[config.mk]
export PLATFORM = sky130hd
export DESIGN_NAME = imm_ext_pipe
export DESIGN_NICKNAME = d
export VERILOG_FILES = /design/src/rtl/imm_ext_pipe.sv
export SDC_FILE = /design/constraint.sdc
export NUM_CORES = 1
export LEC_CHECK = 0
export ABC_CLOCK_PERIOD_IN_PS = 2000
export CORE_MARGIN = 1.5
export CORE_UTILIZATION = 50
export CTS_CLUSTER_DIAMETER = 120
export DETAILED_ROUTE_END_ITERATION = 10
export PLACE_DENSITY = 0.86
export SYNTH_ARGS = -nofsm -noshare
export SYNTH_HDL_FRONTEND = slang
export SYNTH_SLANG_ARGS = --single-unit
[constraint.sdc]
create_clock -name clk -period 2 [get_ports clk]
set_input_delay 0.4 -clock clk [delete_from_list [all_inputs] [get_ports clk]]
set_output_delay 0.4 -clock clk [all_outputs]
set_load 0.02 [all_outputs]
[src/rtl/imm_ext_pipe.sv]
// -----------------------------------------------------------------------------
// imm_ext_pipe
//
// Purpose:
//   Pipelined immediate-extension unit for the decode stage. A raw instruction
//   immediate is extended combinationally according to in_op, and the result
//   is stored in a 2-entry valid/ready skid buffer. The buffer has a main
//   register that drives the outputs and a skid register that holds one extra
//   entry. Because of the skid entry, in_ready depends only on registered state.
//   A sideband tag travels with each result.
//
// Parameters:
//   IMM_W   raw immediate width (>= 8)
//   DATA_W  result width (DATA_W > IMM_W, DATA_W >= IMM_W + SHAMT)
//   SHAMT   left shift applied in the branch-offset mode
//   TAG_W   sideband tag width (>= 1)
//
// Ports:
//   clk        rising-edge clock
//   reset_n    asynchronous active-low reset
//   in_valid   producer offers an operand
//   in_ready   unit can accept (state != FULL)
//   in_imm     raw immediate
//   in_op      extension mode: 0 SEXT, 1 ZEXT, 2 HIGH, 3 BOFF, 4 SBYTE,
//              5 ZBYTE, 6/7 undefined (result 0)
//   in_tag     sideband tag, passed through unchanged
//   out_valid  result available
//   out_ready  consumer takes the result
//   out_data   extended operand
//   out_tag    tag of the result
//   out_err    undefined-op flag (only when IMM_EXT_ERR_EN is defined)
//
// Build option:
//   IMM_EXT_ERR_EN  adds the out_err port. Ops 6/7 then raise out_err, and
//                   the flag travels with its entry.
// -----------------------------------------------------------------------------
module imm_ext_pipe #(
  parameter int IMM_W  = 16,
  parameter int DATA_W = 32,
  parameter int SHAMT  = 2,
  parameter int TAG_W  = 5
) (
  input  logic              clk,
  input  logic              reset_n,
  input  logic              in_valid,
  output logic              in_ready,
  input  logic [IMM_W-1:0]  in_imm,
  input  logic [2:0]        in_op,
  input  logic [TAG_W-1:0]  in_tag,
  output logic              out_valid,
  input  logic              out_ready,
  output logic [DATA_W-1:0] out_data,
  output logic [TAG_W-1:0]  out_tag
`ifdef IMM_EXT_ERR_EN
  ,
  output logic              out_err
`endif
);

  typedef enum logic [1:0] {
    EMPTY = 2'd0,
    ONE   = 2'd1,
    FULL  = 2'd2
  } state_t;

  state_t state_q, state_d;

  logic [DATA_W-1:0] main_data_q, main_data_d;
  logic [TAG_W-1:0]  main_tag_q,  main_tag_d;
  logic [DATA_W-1:0] skid_data_q, skid_data_d;
  logic [TAG_W-1:0]  skid_tag_q,  skid_tag_d;
`ifdef IMM_EXT_ERR_EN
  logic              main_err_q,  main_err_d;
  logic              skid_err_q,  skid_err_d;
  logic              ext_err;
`endif

  logic              accept;
  logic [DATA_W-1:0] ext_data;

  // Extension rules. The undefined ops 6/7 fall through to zero.
  function automatic logic [DATA_W-1:0] ext_imm(input logic [IMM_W-1:0] imm,
                                                input logic [2:0]       op);
    logic signed [DATA_W-1:0] sx;
    logic [DATA_W-1:0]        res;
    sx  = {{(DATA_W-IMM_W){imm[IMM_W-1]}}, imm};
    res = '0;
    case (op)
      3'd0:    res = sx;
      3'd1:    res = {{(DATA_W-IMM_W){1'b0}}, imm};
      3'd2:    res = {imm, {(DATA_W-IMM_W){1'b0}}};
      3'd3:    res = sx <<< SHAMT;
      3'd4:    res = {{(DATA_W-8){imm[7]}}, imm[7:0]};
      3'd5:    res = {{(DATA_W-8){1'b0}}, imm[7:0]};
      default: res = '0;
    endcase
    return res;
  endfunction

  assign in_ready  = (state_q != FULL);
  assign out_valid = (state_q != EMPTY);
  assign accept    = in_valid && in_ready;
  assign ext_data  = ext_imm(in_imm, in_op);
  assign out_data  = main_data_q;
  assign out_tag   = main_tag_q;
`ifdef IMM_EXT_ERR_EN
  assign ext_err   = in_op[2] & in_op[1];
  assign out_err   = main_err_q;
`endif

  always_comb begin
    state_d     = state_q;
    main_data_d = main_data_q;
    main_tag_d  = main_tag_q;
    skid_data_d = skid_data_q;
    skid_tag_d  = skid_tag_q;
`ifdef IMM_EXT_ERR_EN
    main_err_d  = main_err_q;
    skid_err_d  = skid_err_q;
`endif
    case (state_q)
      EMPTY: begin
        if (accept) begin
          state_d     = ONE;
          main_data_d = ext_data;
          main_tag_d  = in_tag;
`ifdef IMM_EXT_ERR_EN
          main_err_d  = ext_err;
`endif
        end
      end
      ONE: begin
        if (accept && out_ready) begin
          // Current entry leaves while the new one replaces it.
          main_data_d = ext_data;
          main_tag_d  = in_tag;
`ifdef IMM_EXT_ERR_EN
          main_err_d  = ext_err;
`endif
        end else if (accept) begin
          // The consumer is stalled, so the new entry parks in the skid slot.
          state_d     = FULL;
          skid_data_d = ext_data;
          skid_tag_d  = in_tag;
`ifdef IMM_EXT_ERR_EN
          skid_err_d  = ext_err;
`endif
        end else if (out_ready) begin
          state_d = EMPTY;
        end
      end
      FULL: begin
        if (out_ready) begin
          state_d     = ONE;
          main_data_d = skid_data_q;
          main_tag_d  = skid_tag_q;
          skid_data_d = '0;
          skid_tag_d  = '0;
`ifdef IMM_EXT_ERR_EN
          main_err_d  = skid_err_q;
          skid_err_d  = 1'b0;
`endif
        end
      end
      default: state_d = EMPTY;
    endcase
  end

  always_ff @(posedge clk or negedge reset_n) begin
    if (!reset_n) begin
      state_q     <= EMPTY;
      main_data_q <= '0;
      main_tag_q  <= '0;
      skid_data_q <= '0;
      skid_tag_q  <= '0;
`ifdef IMM_EXT_ERR_EN
      main_err_q  <= 1'b0;
      skid_err_q  <= 1'b0;
`endif
    end else begin
      state_q     <= state_d;
      main_data_q <= main_data_d;
      main_tag_q  <= main_tag_d;
      skid_data_q <= skid_data_d;
      skid_tag_q  <= skid_tag_d;
`ifdef IMM_EXT_ERR_EN
      main_err_q  <= main_err_d;
      skid_err_q  <= skid_err_d;
`endif
    end
  end

endmodule

Word-level counts from Yosys, hierarchy flattened:

Cells that the tools add are included.
Widths: inputs -> output; s select.

* bits in registers: 76
* output and inout bits: 39
* input bits: 28
* logic and storage cells: 50

* reduce and logical (&&, ||, !) cells: 10
* eq/ne operators: 14
* muxes and demuxes: 21

Operators by type and width (count)
* $pmux 32 s6: 1
* $mux 32: 5
* $pmux 32 s3: 1
* $pmux 32 s2: 1
* $mux 5: 5
* $pmux 5 s3: 1
* $ne 2x2->1 const B: 6
* $reduce_and 4->1: 3
* $mux 2: 5
* $pmux 5 s2: 1
* $eq 3x2->1 const B: 2
* $eq 3x3->1 const B: 2
* $pmux 2 s3: 1
* $reduce_bool 2->1: 2
* $eq 3x1->1 const B: 1
* $logic_not 3->1: 1
* $ne 3x3->1 const B: 1
* $reduce_bool 3->1: 1
* $eq 2x1->1 const B: 1
* $eq 2x2->1 const B: 1
* $logic_and 1x1->1: 2
* $logic_not 2->1: 1

Longest topological paths before layout:

* depth in word-level cells: 5
* mapped depth: 7

Worst setup path after synthesis:

No wires, ideal clock.

* path kind: reg2reg
* start point: reg state_q[1]
* end point: reg skid_data_q[19]
* arrival time: 1451 ps
* required time: 1875 ps
* stages on the path, launching flop included: 6
* buffers on the path: 2
* period minus slack after synthesis: 1576 ps
* slack: 424 ps
* cells stage by stage: dfrtp_1 > nand2b_1 > o21ai_1 > buf_2 > buf_4 > mux2_2

* word-level cells in the longest chain between the ends: 5
* elaborated cells on any way between the ends: 11

RTL lines
* start: declaration: line 66 `state_t state_q, state_d;`
* start signal: assignment: line 181 `state_q <= state_d;`
* $ne 2x2->1: line 100 `assign in_ready = (state_q != FULL);`
* $logic_and 1x1->1: line 102 `assign accept = in_valid && in_ready;`
* $logic_and 1x1->1: line 133 `if (accept && out_ready) begin`
* $ne 2x2->1 (no source line)
* $reduce_and 4->1 (no source line)
* end signal: assignment: line 184 `skid_data_q <= skid_data_d;`
* end: declaration: line 70 `logic [DATA_W-1:0] skid_data_q, skid_data_d;`

Several ways; a longest one is shown, not always the timed one.
A chain may end at the register's enable or synchronous reset.

Final worst setup path:

* start point: in in_op[2]
* end point: reg skid_data_q[28]

* word-level cells in the longest chain between the ends: 5
* elaborated cells on any way between the ends: 10

RTL lines
* start: declaration: line 48 `input logic [2:0] in_op,`
* $eq 3x3->1, or another cell as far along: line 88 `case (op)`
* $pmux 32 s6 (*): line 88
* $mux 32 (*): line 140 `end else if (accept) begin`
* $mux 32 (*): line 133
* $pmux 32 s2 (*): line 121 `case (state_q)`

Every way passes the cells marked *; elsewhere a longest branch is shown, timed or not. The select of a mux whose other input is x is not followed.

==> metrics.md <==
| Metric | Value |
|---|---|
| Inst Count DP | 535 |
| Core region area | 0.00725 sq mm |
| Crit start category | primary input |
| Vias per inst | 5.87 |
| Cell taking the most area after synthesis | dfrtp_1 |
| Critical-path maximum fanout | 14 |
| Fin worst setup slack | 0.118 ns |
| Die area | 0.00800 sq mm |
| Die X | 89.4 microns |
| Syn. warnings | 0 |
| Root Buffer | clkbuf_8 |
| Clock latency on the worst-skew pair | 0.36 ns |
| Critical Path RT | 2.29 ns |
| Worst path arrival time | 2.17 ns |
| Unique masters post-synth | 35 |
| Period minus WS final | 1.88 ns |
| Design Area, Final | 0.00489 sq mm |
| Antenna violations before repair | 0 |
| Final hold violation count | 0 |
| Post-synthesis async set-or-reset flop share | 1.00 |
| Routed wire length | 9.23 mm |
| Crit. End Element | register |
| DR iter-0 viols | 278 |
| Reg area | 0.00190 sq mm |
| Pleak | 2.06 nW |
| Most frequent cells after synthesis | 76 x dfrtp_1, 65 x nand2_1, 29 x a31oi_1 |
| Clk_skew | 0.00610 ns |
| Initial core utilization | 0.515 |
| CTS tree | yes |
| Max-slew headroom | 0.543 |
| Dominant cells by area after synthesis | dfrtp_1 51%, mux2_2 8.4%, nand2_1 6.5%, o22a_1 6.3%, a31oi_1 4.9% |
| Max cap viols | 0 |
| Synth top area share | 0.509 |
| RSZ-0062 raised after global routing | false |
| Critical path class | primary input to register |
| # hold bufs at CTS | 0 |
| Most frequent cell after synthesis | dfrtp_1 |
| PwrDens | 1110 mW/mm^2 |
| Synthesized area per cell | 9.99 sq um |
| Post-synthesis sequential element count | 76 |
| H-tree levels | 3 |
| Sequential-to-total area share from yosys stat | 0.509 |
| Syn nets | 402 |
| Final setup TNS | 0 ns |
| Final Core Density | 0.674 |
| I/O pin total | 67 |
| Vias in the first global route | 3125 |
| Drt drc | 0 |
| Clock Pin Slew Worst Setup and Hold Paths | 0.08 ns |
| CTS resizes | 3 |
| Nets@finish | 475 |
| Worst hold path class | primary input to asynchronous set/reset pin |
| Multi-input gate area | 0.00169 sq mm |
| Post-detail-place hpwl | 6.41 mm |
| Mapped cell area | 0.00374 sq mm |
| Final setup violation count | 0 |
| Pre-CTS WS | -0.339 ns |
| Number of I/O port buffers | 66 |
| Largest net degree at the start of global routing | 77 |
| Clock sinks | 76 |
| Max Fclk | 531 MHz |
| Gr ovfl total | 0 |
| Num rows | 31 |
| DR vias | 3235 |
| Outcome | finished clean |
| Detail Route Antenna Nets | 0 |
| Worst hold slack | 0.0565 ns |
| First-pass GRT wire length | 15.0 mm |
| Placer Congestion | 0.872 |
| Number of synthesized flops with an enable pin | 0 |
| Die height | 89.4 microns |
| Non-filler cells, final | 551 |
| Overall Power | 5.42 mW |
| Worst-Margin Slew | 0.682 ns |
| First-pass iteration count of the detailed router | 4 |
| Top FF cell, synth | dfrtp_1 |
| Setup Fix Bufs, Post-CTS | 0 |
| Fillers | 564 |
| Layout cell share with drive strength beyond 1 | 0.177 |
| Cells after Synth | 374 |
| Slew Limit Fails | 0 |
| Wire per inst | 16.7 microns |
| Area Growth Syn to Fin | 30.9% |
| Dpl cell area | 0.00466 sq mm |
| Max IR drop VDD | 0.000567 V |
| GRT Total Usage | 0.251 |
| CTS max path bufs | 2 |
| # diodes | 0 |
| Clock buffer count from CTS | 9 |
| Tcrit/Tclk final | 0.941 |
==> layer usage <==
metal	track usage	wire, microns
met4	0.115	238
met3	0.0480	445
met2	0.419	4630
met1	0.317	3910
met5	0	0
==> critical path, cell delays in order <==
cell             delay [ns]
clkdlybuf4s50_1        0.56
nor2b_1                0.31
nand3_2                0.29
a31oi_1                0.37
mux2_2                 0.23
==> report_power, final <==
group	leakage, nW	internal (mW)	switching, mW
logic	1.01	0.940	0.885
registers	0.946	2.01	0.286
clock network	0.105	0.733	0.572
==> flip-flops by register name, summed over array words and instances, names as in the netlist <==
| name | cells |
|---|---|
| skid_data_q | 32 |
| state_q | 2 |
| out_tag | 5 |
| skid_tag_q | 5 |
| out_data | 32 |
==> kinds of logic (layout without fill, tap and decap cells) <==
family	count (synthesis)	count (layout)	synth area share
and+or+nand+nor	118	118	0.147
muxes	28	28	0.0844
AOI/OAI and AO/OA	119	119	0.217
DFF	76	76	0.509
buffers and inverters	33	111	0.0429
==> final cells by class <==
type	count	area share
Clock buffer	10	0.0281
Sequential cell	76	0.389
Multi-Input combinational cell	265	0.346
Inverter	3	0.00230
Tap cell	99	0.0253
Clock inverter	6	0.0179
Timing Repair Buffer	92	0.191
==> final timing paths <==
kind	start	endpoint	slack, ns	cells past startpoint
setup / recovery	in_op[2]	skid_data_q[28]$_DFFE_PN0P_	0.12	5
hold / removal	reset_n	out_data[2]$_DFFE_PN0P_	0.06	2
setup reg to reg	state_q[1]$_DFFE_PN0P_	skid_data_q[28]$_DFFE_PN0P_	0.26	7
hold reg to reg	skid_data_q[1]$_DFFE_PN0P_	skid_data_q[1]$_DFFE_PN0P_	0.49	2
max in group asynchronous	reset_n	out_data[29]$_DFFE_PN0P_	1.63	2
min in group clk	skid_data_q[1]$_DFFE_PN0P_	skid_data_q[1]$_DFFE_PN0P_	0.49	2
==> layout by cell type (no fill, tap or decap), types with 2 or more instances in the layout <==
cell type,count
a21oi_1,11
a31oi_1,29
and2_1,13
buf_12,7
buf_4,19
bufinv_16,2
clkbuf_8,10
clkdlybuf4s50_1,63
clkinvlp_4,3
dfrtp_1,76
dlygate4sd2_1,2
mux2_2,28
nand2_1,65
nand2b_1,8
nand3_1,2
nand4_1,8
nor2_1,11
nor2b_1,5
nor2b_2,2
o211ai_1,2
o21a_1,16
o21ai_0,21
o22a_1,27
o22ai_1,2
o31ai_1,2
No activity file was read; power rests on OpenSTA's default activity.
